[src/rtl/free_list.sv]
// Physical-register free list for a renaming mapper.
// Tags live in a circular buffer; spec_head serves speculative allocations,
// commit_head trails it as the ROB retires allocating uops, and tail receives
// tags returned at retire. A flush rewinds spec_head to the retired position.
module free_list #(
    parameter int NUM_PREGS = 64,
    parameter int NUM_AREGS = 32,
    parameter int TAG_W     = 6
) (
    input  logic             clk,
    input  logic             rst,
    input  logic             alloc_req,
    output logic             alloc_valid,
    output logic [TAG_W-1:0] alloc_tag,
    input  logic             retire_alloc,
    input  logic             free_valid,
    input  logic [TAG_W-1:0] free_tag,
    input  logic             flush,
    output logic [TAG_W:0]   free_count,
    output logic             overflow_err
);

    // Pointers carry one extra wrap bit so full and empty are distinguishable.
    logic [TAG_W:0]   r_spec_head;
    logic [TAG_W:0]   r_commit_head;
    logic [TAG_W:0]   r_tail;
    logic             r_overflow_err;
    logic [TAG_W-1:0] r_buf [NUM_PREGS];

    logic [TAG_W:0]   w_free_count;
    logic [TAG_W:0]   w_in_flight;
    logic [TAG_W:0]   w_commit_next;
    logic             w_alloc_grant;
    logic             w_free_live;
    logic             w_free_ok;
    logic             w_free_ovf;
    logic             w_ret_ok;
    logic             w_ret_ovf;

    // Tags between commit_head and tail are owned by the list (free or
    // speculatively handed out); that span may never exceed the buffer size.
    assign w_free_count  = r_tail - r_spec_head;
    assign w_in_flight   = r_tail - r_commit_head;
    assign w_alloc_grant = alloc_req && alloc_valid && !flush;
    // Tag 0 backs the permanent x0 mapping and is never recycled.
    assign w_free_live   = free_valid && (free_tag != '0);
    assign w_free_ok     = w_free_live && (w_in_flight < (TAG_W+1)'(NUM_PREGS));
    assign w_free_ovf    = w_free_live && !(w_in_flight < (TAG_W+1)'(NUM_PREGS));
    assign w_ret_ok      = retire_alloc && (r_commit_head != r_spec_head);
    assign w_ret_ovf     = retire_alloc && (r_commit_head == r_spec_head);
    // A flush lands on the commit position including this cycle's retirement.
    assign w_commit_next = r_commit_head + {{TAG_W{1'b0}}, w_ret_ok};

    assign alloc_valid  = (w_free_count != '0);
    assign alloc_tag    = r_buf[r_spec_head[TAG_W-1:0]];
    assign free_count   = w_free_count;
    assign overflow_err = r_overflow_err;

    // Pointer and sticky-error update; alloc, free and retire act independently.
    always_ff @(posedge clk) begin
        if (rst) begin
            r_spec_head    <= '0;
            r_commit_head  <= '0;
            r_tail         <= (TAG_W+1)'(NUM_PREGS - NUM_AREGS);
            r_overflow_err <= 1'b0;
        end else begin
            r_commit_head <= w_commit_next;
            if (flush)
                r_spec_head <= w_commit_next;
            else if (w_alloc_grant)
                r_spec_head <= r_spec_head + 1'b1;
            if (w_free_ok)
                r_tail <= r_tail + 1'b1;
            if (w_free_ovf || w_ret_ovf)
                r_overflow_err <= 1'b1;
        end
    end

    // Tag storage: reset seeds the non-architectural tags, frees append at tail.
    always_ff @(posedge clk) begin
        if (rst) begin
            for (int i = 0; i < NUM_PREGS; i++) begin
                if (i < NUM_PREGS - NUM_AREGS)
                    r_buf[i] <= TAG_W'(NUM_AREGS + i);
                else
                    r_buf[i] <= '0;
            end
        end else if (w_free_ok) begin
            r_buf[r_tail[TAG_W-1:0]] <= free_tag;
        end
    end

endmodule
[config.mk]
export PLATFORM = sky130hd
export DESIGN_NAME = free_list
export DESIGN_NICKNAME = d
export VERILOG_FILES = /design/src/rtl/free_list.sv
export SDC_FILE = /design/constraint.sdc
export NUM_CORES = 1
export LEC_CHECK = 0
export BUFFER_PORTS_ARGS = -buffer_cell sky130_fd_sc_hd__buf_2
export CAP_MARGIN = 20
export CORE_MARGIN = 4
export CORE_UTILIZATION = 38
export CTS_BUF_LIST = sky130_fd_sc_hd__clkbuf_2
export CTS_CLUSTER_SIZE = 24
export DETAILED_ROUTE_END_ITERATION = 8
export GPL_ROUTABILITY_DRIVEN = 0
export HOLD_SLACK_MARGIN = 0.08
export MAX_ROUTING_LAYER = met4
export PLACE_DENSITY = 0.64
export SYNTH_ARGS = -nofsm -noshare
export SYNTH_HDL_FRONTEND = slang
export SYNTH_SLANG_ARGS = --single-unit
export TNS_END_PERCENT = 100
[constraint.sdc]
create_clock -name clk -period 3.6 [get_ports clk]
set_input_delay 0.9 -clock clk [delete_from_list [all_inputs] [get_ports clk]]
set_output_delay 0.9 -clock clk [all_outputs]
set_load 0.05 [all_outputs]
Word level (Yosys, flattened, before mapping)
Memories as Yosys holds them, arrays and structs flattened. A register that Yosys moved wholly into a read port is not among the register bits. Index checks and enable logic that the tools add are counted.

Flip-flop bits (word level): 22. Bits in latches: 0. RAM bits: 384. Bits in read-only memories: 0. Memories kept: 1.

Add/subtract/negate cells: 5. $mul: 0. Divide/modulo/power cells: 0. $lt $le $gt $ge: 1. Eq/ne operators: 2. Shift operators: 0. Muxes and demuxes: 12. Bitwise operators: 0. Reductions and logical operators: 14.

Memories: r_buf (words 64, width 6, rd ports 1, clocked after Yosys merged registers in 1, write ports 64, line 28) `logic [TAG_W-1:0] r_buf [NUM_PREGS];`.

Operators with widths (count): 6-bit two-way mux (4); 7-bit by 1-bit adder with 7-bit output (second input constant) (2); 7-bit two-way mux (2); 7-bit subtractor (2); 7-bit by 1-bit adder with 7-bit output (1); 7-bit equality test (1); 1-bit logical AND (7); 7-bit less-than comparator (second input constant) (1); 7-bit != test (1); 7-bit nonzero test (1); 1-bit two-way mux (6); 6-bit nonzero test (1); 6-bit OR reduction (1); 1-bit zero test (2); 2-bit nonzero test (1); 1-bit logical OR (1).

Logic depth before layout (Yosys ltp)
Gate-level depths: netlist of the first run.

Depth in word-level cells: 8. Gate-level depth with buffers: 14. Gate-level depth less buffers: 12.

Least setup slack after synthesis of the first run
No wires, ideal clock.

Path kind: flip-flop to output port. From: reg r_tail[0]. To: out alloc_valid. Data arrival time: 2977 ps. Data required time: 2700 ps. Path slack: -277 ps. Cell stages (with the launch flop): 13. Path buffers: 2. Path through: dfxtp_1 > buf_4 > inv_1 > ha_1 > inv_1 > fa_1 > a211oi_1 > nor2_1 > xor2_1 > nor4_1 > and3_1 > buf_2 > inv_2.

Longest elaborated chain between the ends: 2.

Ends and longest elaborated chain: start: declaration (line 26) `logic [TAG_W:0] r_tail;`; start signal: assignment (line 64) `r_tail <= (TAG_W+1)'(NUM_PREGS - NUM_AREGS);`; start signal: assignment (line 73) `r_tail <= r_tail + 1'b1;`; 7-bit subtractor (line 42) `assign w_free_count = r_tail - r_spec_head;`; named net free_count[4] (line 19) `output logic [TAG_W:0] free_count,`; 7-bit nonzero test (line 54) `assign alloc_valid = (w_free_count != '0);`; end: declaration (line 13) `output logic alloc_valid,`.

The timed path passes the listed nets, and every way through them passes these cells.

==> out/results.md, run 1 <==
* **die area** 54300 um2
* **post-synthesis cell area** 19200 um2
* **setup repair after global routing missed its margin** yes
* **end of the worst hold path** r_spec_head[4]
* **die extent in y** 233 um
* **share of synthesized area occupied by flip-flops and latches** 62.9%
* **required time at the worst-slack endpoint** 2.70 ns
* **routed via count** 13600
* **DRT antenna net count** 0
* **die width** 233 um
* **relative slew slack** 17.6%
* **maximum number of pins on one net before global-route repair** 77
* **startpoint of the lowest-slack hold path** alloc_req
* **LEAKAGE** 0.00731 uW
* **total I/O pin count** 27
* **Num Clock Sinks** 412
* **class of the most critical setup path** flip-flop to output pin
* **shortest period the worst path allows** 4.32 ns
* **most area-hungry cell type in the Yosys netlist** sky130_fd_sc_hd__edfxtp_1
* **CTS clk-pin slew, worst paths** 0.09 ns
* **later-pin clock latency in the skew report** 1.00 ns
* **filler-free cell count of the finished design** 2354
* **post-route worst hold slack** 0.298 ns
* **TritonCTS clock tree** built
* **DRT Wirelength** 59.0 mm
* **data arrival at the endpoint of the critical path** 3.42 ns
* **final cell area excluding filler cells** 22700 um2
* **root buffer cell** sky130_fd_sc_hd__clkbuf_2
* **r2r worst-path depth** 10
* **count of port buffers added during placement** 26
* **wire length per cell after detailed routing** 25.1 um
* **number of core rows** 82
* **actual transition at the worst max-transition pin** 1.23 ns
* **area share of the leading cell type in the synthesized netlist** 60.0%
* **average cell area after synthesis** 13.5 um2
* **setup-violating endpoint count in the final report** 10
* **total negative slack for setup checks** -5.13 ns
* **total congestion overflow after global routing** 0
* **power per standard cell area** 454 nW/um2
* **number of DRC markers in iteration 0** 1766
* **final max-slew violation count** 0
* **critical path fanouts, max** 7
* **most common cell in the synthesized netlist** sky130_fd_sc_hd__edfxtp_1
* **startpoint of the worst register-to-register path** r_commit_head[4]
* **RR Endpoint** r_buf[29][4]
* **CTS HTree Levels** 3
* **CP Launch Type** flip-flop
* **max_cap viols** 0
* **count of flip-flops with a built-in enable after synthesis** 384
* **number of buffers between clock root and the deepest sink** 3
* **layout-stage area growth over the synthesis result** 18.1%
* **largest clock skew in the final design** 0.0716 ns
* **outcome** finished with violations
* **number of instances in the synthesized netlist** 1422
* **number of global-route vias before repair** 13700
* **Hold Path Class** input pin to flip-flop
* **post-layout net count** 1630
* **flop and latch count out of synthesis** 412
* **failing checks** negative setup slack
* **number of cells after detailed placement** 2127
* **effective utilization at floorplan** 38.4%
* **Pre-antenna DRT Iters** 8
* **list of most frequent post-synthesis cells** sky130_fd_sc_hd__edfxtp_1 (384), sky130_fd_sc_hd__nor2_1 (279), sky130_fd_sc_hd__nand2_1 (168)
* **post-placement cell area** 20800 um2
* **fmax** 0.231 GHz
* **ratio of final minimum period to clock period** 120%
* **Critical Path Sink Type** output pin
* **count of synthesis-stage warnings from yosys** 0
* **commonest register cell after synthesis** sky130_fd_sc_hd__edfxtp_1
* **overall routing resource usage** 22.4%
* **worst reg2reg setup slack** 0.17 ns
* **syn nets** 1450
* **area of the core** 50100 um2
* **Final Hold Viols** 0
* **worst IR drop on VDD** 200 uV
* **fraction of layout instances using a drive strength above 1** 32.2%
* **dpl hpwl** 37.5 mm
* **worst-case setup margin in the final layout** -0.720 ns
* **Num CTS Buffers** 106
* **drt via density** 5.76
* **Netlist cell types** 55
* **antenna violations before repair** 1
* **DRC viols** 0
* **wire length of the first global-routing pass** 87.0 mm
* **Synth area leaders** sky130_fd_sc_hd__edfxtp_1 (60%), sky130_fd_sc_hd__mux4_2 (14%), sky130_fd_sc_hd__nor2_1 (5.4%)
* **WHS Path Cells** 3
* **proportion of register bits with asynchronous set or reset after synthesis** 0%
-- flip-flops by register name (all words and copies together), names as in the netlist, named ones only --
name / count
r_spec_head: 7
r_commit_head: 7
overflow_err: 1
r_buf: 384
r_tail: 7
-- metal layers --
layer  vias up  GRT usage, %  routed length (um)
met3       139          4.84                6600
met4         0          7.70                1720
met5         -             -                   0
met2       902          34.9               28100
li1       5738             -                   -
met1      6775          29.4               22600
-- worst max-delay path, cell delays in order, from the launching register on --
cell	delay, ns
sky130_fd_sc_hd__dfxtp_4	0.39
sky130_fd_sc_hd__buf_12	0.14
sky130_fd_sc_hd__buf_12	0.15
sky130_fd_sc_hd__buf_16	0.14
sky130_fd_sc_hd__mux4_2	0.49
sky130_fd_sc_hd__mux4_2	0.48
sky130_fd_sc_hd__nor2b_4	0.15
sky130_fd_sc_hd__a211oi_2	0.24
sky130_fd_sc_hd__a21oi_2	0.07
sky130_fd_sc_hd__buf_6	0.16
-- worst max path at each step --
stage / from / endpoint / cells after the start
after global routing: flip-flop / alloc_tag[2] / 9
after global placement: r_commit_head[4] / r_buf[20][5] / 9
after detailed placement: r_spec_head[0] / alloc_valid / 10
final: flip-flop / alloc_tag[2] / 9
after CTS: flip-flop / alloc_tag[5] / 10
after floorplan: r_tail[0] / alloc_valid / 12
-- timing repair --
action / CTS / global route
setup endpoints to repair: 13 / 11
endpoints found under the hold margin: 1 / 0
setup buffers: 19 / 8
hold buffers: 1 / 0
cloned: 8 / 1
gates resized for setup: 94 / 26
pin swaps: 16 / 11
-- logic make-up after synthesis --
kind of cell	share of synthesized area [%]
compound gates	3.49
xor+xnor	1.04
fa+ha+maj	1.08
buf+inv	3.12
flops	62.9
mux	14.6
simple gates	13.8
-- cells in the final DEF (no fill, tap or decap), types with 6 or more instances in the layout --
cell and count:
sky130_fd_sc_hd__dfxtp_1 14, sky130_fd_sc_hd__nor4_2 15, sky130_fd_sc_hd__buf_6 9, sky130_fd_sc_hd__xor2_1 8
sky130_fd_sc_hd__xnor2_1 11, sky130_fd_sc_hd__inv_1 14, sky130_fd_sc_hd__clkbuf_2 159, sky130_fd_sc_hd__buf_12 22
sky130_fd_sc_hd__dfxtp_2 7, sky130_fd_sc_hd__ha_4 6, sky130_fd_sc_hd__nand2_1 168, sky130_fd_sc_hd__clkinv_1 27
sky130_fd_sc_hd__a211oi_2 6, sky130_fd_sc_hd__a31oi_1 6, sky130_fd_sc_hd__buf_2 17, sky130_fd_sc_hd__o21ai_1 9
sky130_fd_sc_hd__nor2b_1 9, sky130_fd_sc_hd__edfxtp_1 384, sky130_fd_sc_hd__nand4_1 12, sky130_fd_sc_hd__a21oi_1 9
sky130_fd_sc_hd__mux4_2 120, sky130_fd_sc_hd__nand3_1 23, sky130_fd_sc_hd__or3_1 9, sky130_fd_sc_hd__and3_1 12
sky130_fd_sc_hd__dfxtp_4 7, sky130_fd_sc_hd__nor2_1 278, sky130_fd_sc_hd__o21ai_0 56, sky130_fd_sc_hd__ha_1 9
sky130_fd_sc_hd__buf_4 116, sky130_fd_sc_hd__buf_16 8, sky130_fd_sc_hd__nor3_1 33, sky130_fd_sc_hd__or4_1 12
-- metrics by stage --
step	util (%)	setup slack, ns	power (uW)
5_1_grt	45.3	-0.851	10700
3_5_place_dp	41.6	0.0599	6890
2_1_floorplan	-	0.109	6390
4_1_cts	45.1	-0.847	10300
3_3_place_gp	41.6	0.0588	6860
6_report	45.3	-0.720	10300
-- power by group --
| group | internal (uW) | switching, uW |
|---|---|---|
| registers | 5340 | 63.4 |
| clock network | 1290 | 1910 |
| logic | 776 | 924 |
| total | 7410 | 2900 |
-- layout make-up --
class | instances | area (um2)
Antenna cell | 1 | 2.50
Clock buffer | 156 | 781
Clock inverter | 31 | 173
Fill cell | 4529 | 27400
Inverter | 23 | 93.8
Multi-Input combinational cell | 876 | 6820
Sequential cell | 412 | 12100
Tap cell | 672 | 841
Timing Repair Buffer | 183 | 1870
Note: power is estimated with default switching activity, not from simulation.
==> run 2: changes to the inputs <==
==> constraint.sdc (replaced) <==
create_clock -name clk -period 3.6 [get_ports clk]
set_input_delay 0.54 -clock clk [delete_from_list [all_inputs] [get_ports clk]]
set_output_delay 0.54 -clock clk [all_outputs]
set_load 0.05 [all_outputs]
==> out/results.md, run 2 (synthesis gave the netlist of run 1 again) <==
* **outcome** finished with violations
* **failing checks** negative setup slack
* **DRT antenna net count** 0
* **max_cap viols** 0
* **post-layout net count** 1577
* **later-pin clock latency in the skew report** 1.03 ns
* **required time at the worst-slack endpoint** 3.06 ns
* **post-route worst hold slack** 0.191 ns
* **class of the most critical setup path** flip-flop to output pin
* **max FFs per register** 384
* **setup-violating endpoint count in the final report** 7
* **fillers** 4591
* **Num Clock Sinks** 412
* **maximum number of pins on one net before global-route repair** 49
* **die extent in y** 233 um
* **Hold Path Class** input pin to flip-flop
* **relative slew slack** 24.4%
* **Num CTS Buffers** 105
* **fraction of layout instances using a drive strength above 1** 28.2%
* **number of DRC markers in iteration 0** 1585
* **dpl hpwl** 38.0 mm
* **power per standard cell area** 462 nW/um2
* **worst path cell trace** buf_12 -> buf_12 -> mux4_2 -> mux4_2 -> nor2b_1 -> a211oi_1 -> a21oi_1 -> buf_4
* **CP Launch Type** flip-flop
* **DRC viols** 0
* **final cell area excluding filler cells** 22000 um2
* **fmax** 0.246 GHz
* **LEAKAGE** 0.00696 uW
* **dominant delay contributor by cell family on the critical path** multiplexers
* **worst IR drop on VDD** 263 uV
* **total I/O pin count** 27
* **Setup WS pre-CTS** 0.231 ns
* **setup repair after global routing missed its margin** yes
* **post-placement cell area** 20500 um2
* **wire length of the first global-routing pass** 83.2 mm
* **total negative slack for setup checks** -2.38 ns
* **Final Hold Viols** 0
* **actual transition at the worst max-transition pin** 1.12 ns
* **data arrival at the endpoint of the critical path** 3.52 ns
* **largest clock skew in the final design** 0.0901 ns
* **number of buffers between clock root and the deepest sink** 3
* **number of core rows** 82
* **buffering stage count on the worst path with inverters included** 3
* **layout-stage area growth over the synthesis result** 14.6%
* **Reg with most FFs** r_buf
* **top library cells by usage in the layout, fill and taps aside** sky130_fd_sc_hd__edfxtp_1 (384), sky130_fd_sc_hd__nor2_1 (279), sky130_fd_sc_hd__nand2_1 (168), sky130_fd_sc_hd__clkbuf_2 (157), sky130_fd_sc_hd__mux4_2 (120)
* **area of the core** 50100 um2
* **Critical Path Sink Type** output pin
* **CTS clk-pin slew, worst paths** 0.11 ns
* **root buffer cell** sky130_fd_sc_hd__clkbuf_2
* **shortest period the worst path allows** 4.06 ns
* **final max-slew violation count** 0
* **die width** 233 um
* **overall routing resource usage** 21.5%
* **Pre-antenna DRT Iters** 6
* **worst reg2reg setup slack** 0.17 ns
* **ratio of final minimum period to clock period** 113%
* **antenna violations before repair** 2
* **total design power** 10200 uW
* **total congestion overflow after global routing** 0
* **CP peak stage delay** 0.54 ns
* **number of global-route vias before repair** 13100
* **routed via count** 13100
* **CTS HTree Levels** 3
* **DRT Wirelength** 56.5 mm
* **worst-case setup margin in the final layout** -0.461 ns
* **TritonCTS clock tree** built
* **most frequent standard cell in the layout excluding fill and tap cells** sky130_fd_sc_hd__edfxtp_1
* **critical-path cell with the highest stage delay** sky130_fd_sc_hd__mux4_2
* **count of port buffers added during placement** 26
* **drt via density** 5.70
* **effective utilization at floorplan** 38.4%
* **die area** 54300 um2
* **critical path fanouts, max** 7
* **wire length per cell after detailed routing** 24.6 um
-- run 2: cell type report --
cell class / count / area, um2 / area share (%)
diodes: 3 / 7.51 / 0.0341
flip-flops and latches: 412 / 12100 / 55.0
inverters: 23 / 91.3 / 0.415
multi-input cells: 876 / 6680 / 30.3
repair buffers: 131 / 1330 / 6.01
clock buffers: 155 / 776 / 3.52
clock inverters: 29 / 194 / 0.880
well taps: 672 / 841 / 3.82
-- run 2: path summary, 6_finish.rpt --
| check | startpoint | endpoint | cells past startpoint |
|---|---|---|---|
| setup / recovery | flip-flop | alloc_tag[5] | 8 |
| hold reg to reg | r_tail[0] | r_tail[0] | 3 |
| hold / removal | free_tag[2] | r_buf[27][2] | 4 |
| setup reg to reg | r_tail[0] | r_spec_head[4] | 14 |
-- run 2: per-stage QoR --
step           utilization [%]  cells
3_5_place_dp              40.9   2085
3_3_place_gp              40.9   2085
5_1_grt                   44.0   2300
2_1_floorplan                -   1422
4_1_cts                   43.5   2288
6_report                  44.0   2301
-- run 2: metal layers --
metal	track usage, %	vias up	share of wire, %
met4	8.33	0	3.3
met5	-	-	0
met1	28.8	6490	39
li1	-	5644	-
met3	5.73	108	12
met2	31.4	876	46
-- run 2: report_power, final --
part	internal, uW	total, uW	switching, uW
Combinational	650	1520	869
Sequential	5340	5420	76.7
Clock	1360	3240	1880
Total	7350	10200	2830
-- run 2: tightest hold or removal path, cell delays in order --
cell and delay, ns:
sky130_fd_sc_hd__buf_2 0.12, sky130_fd_sc_hd__buf_4 0.23, sky130_fd_sc_hd__nand2_1 0.11, sky130_fd_sc_hd__nor2_1 0.05
-- run 2: repair_timing --
action	CTS	global route
hold endpoints to repair	19	0
gates resized for setup	34	34
pin swaps	9	6
buffers inserted	11	1
hold buffers	8	0
gates cloned	1	3
endpoints found under the setup margin	10	9
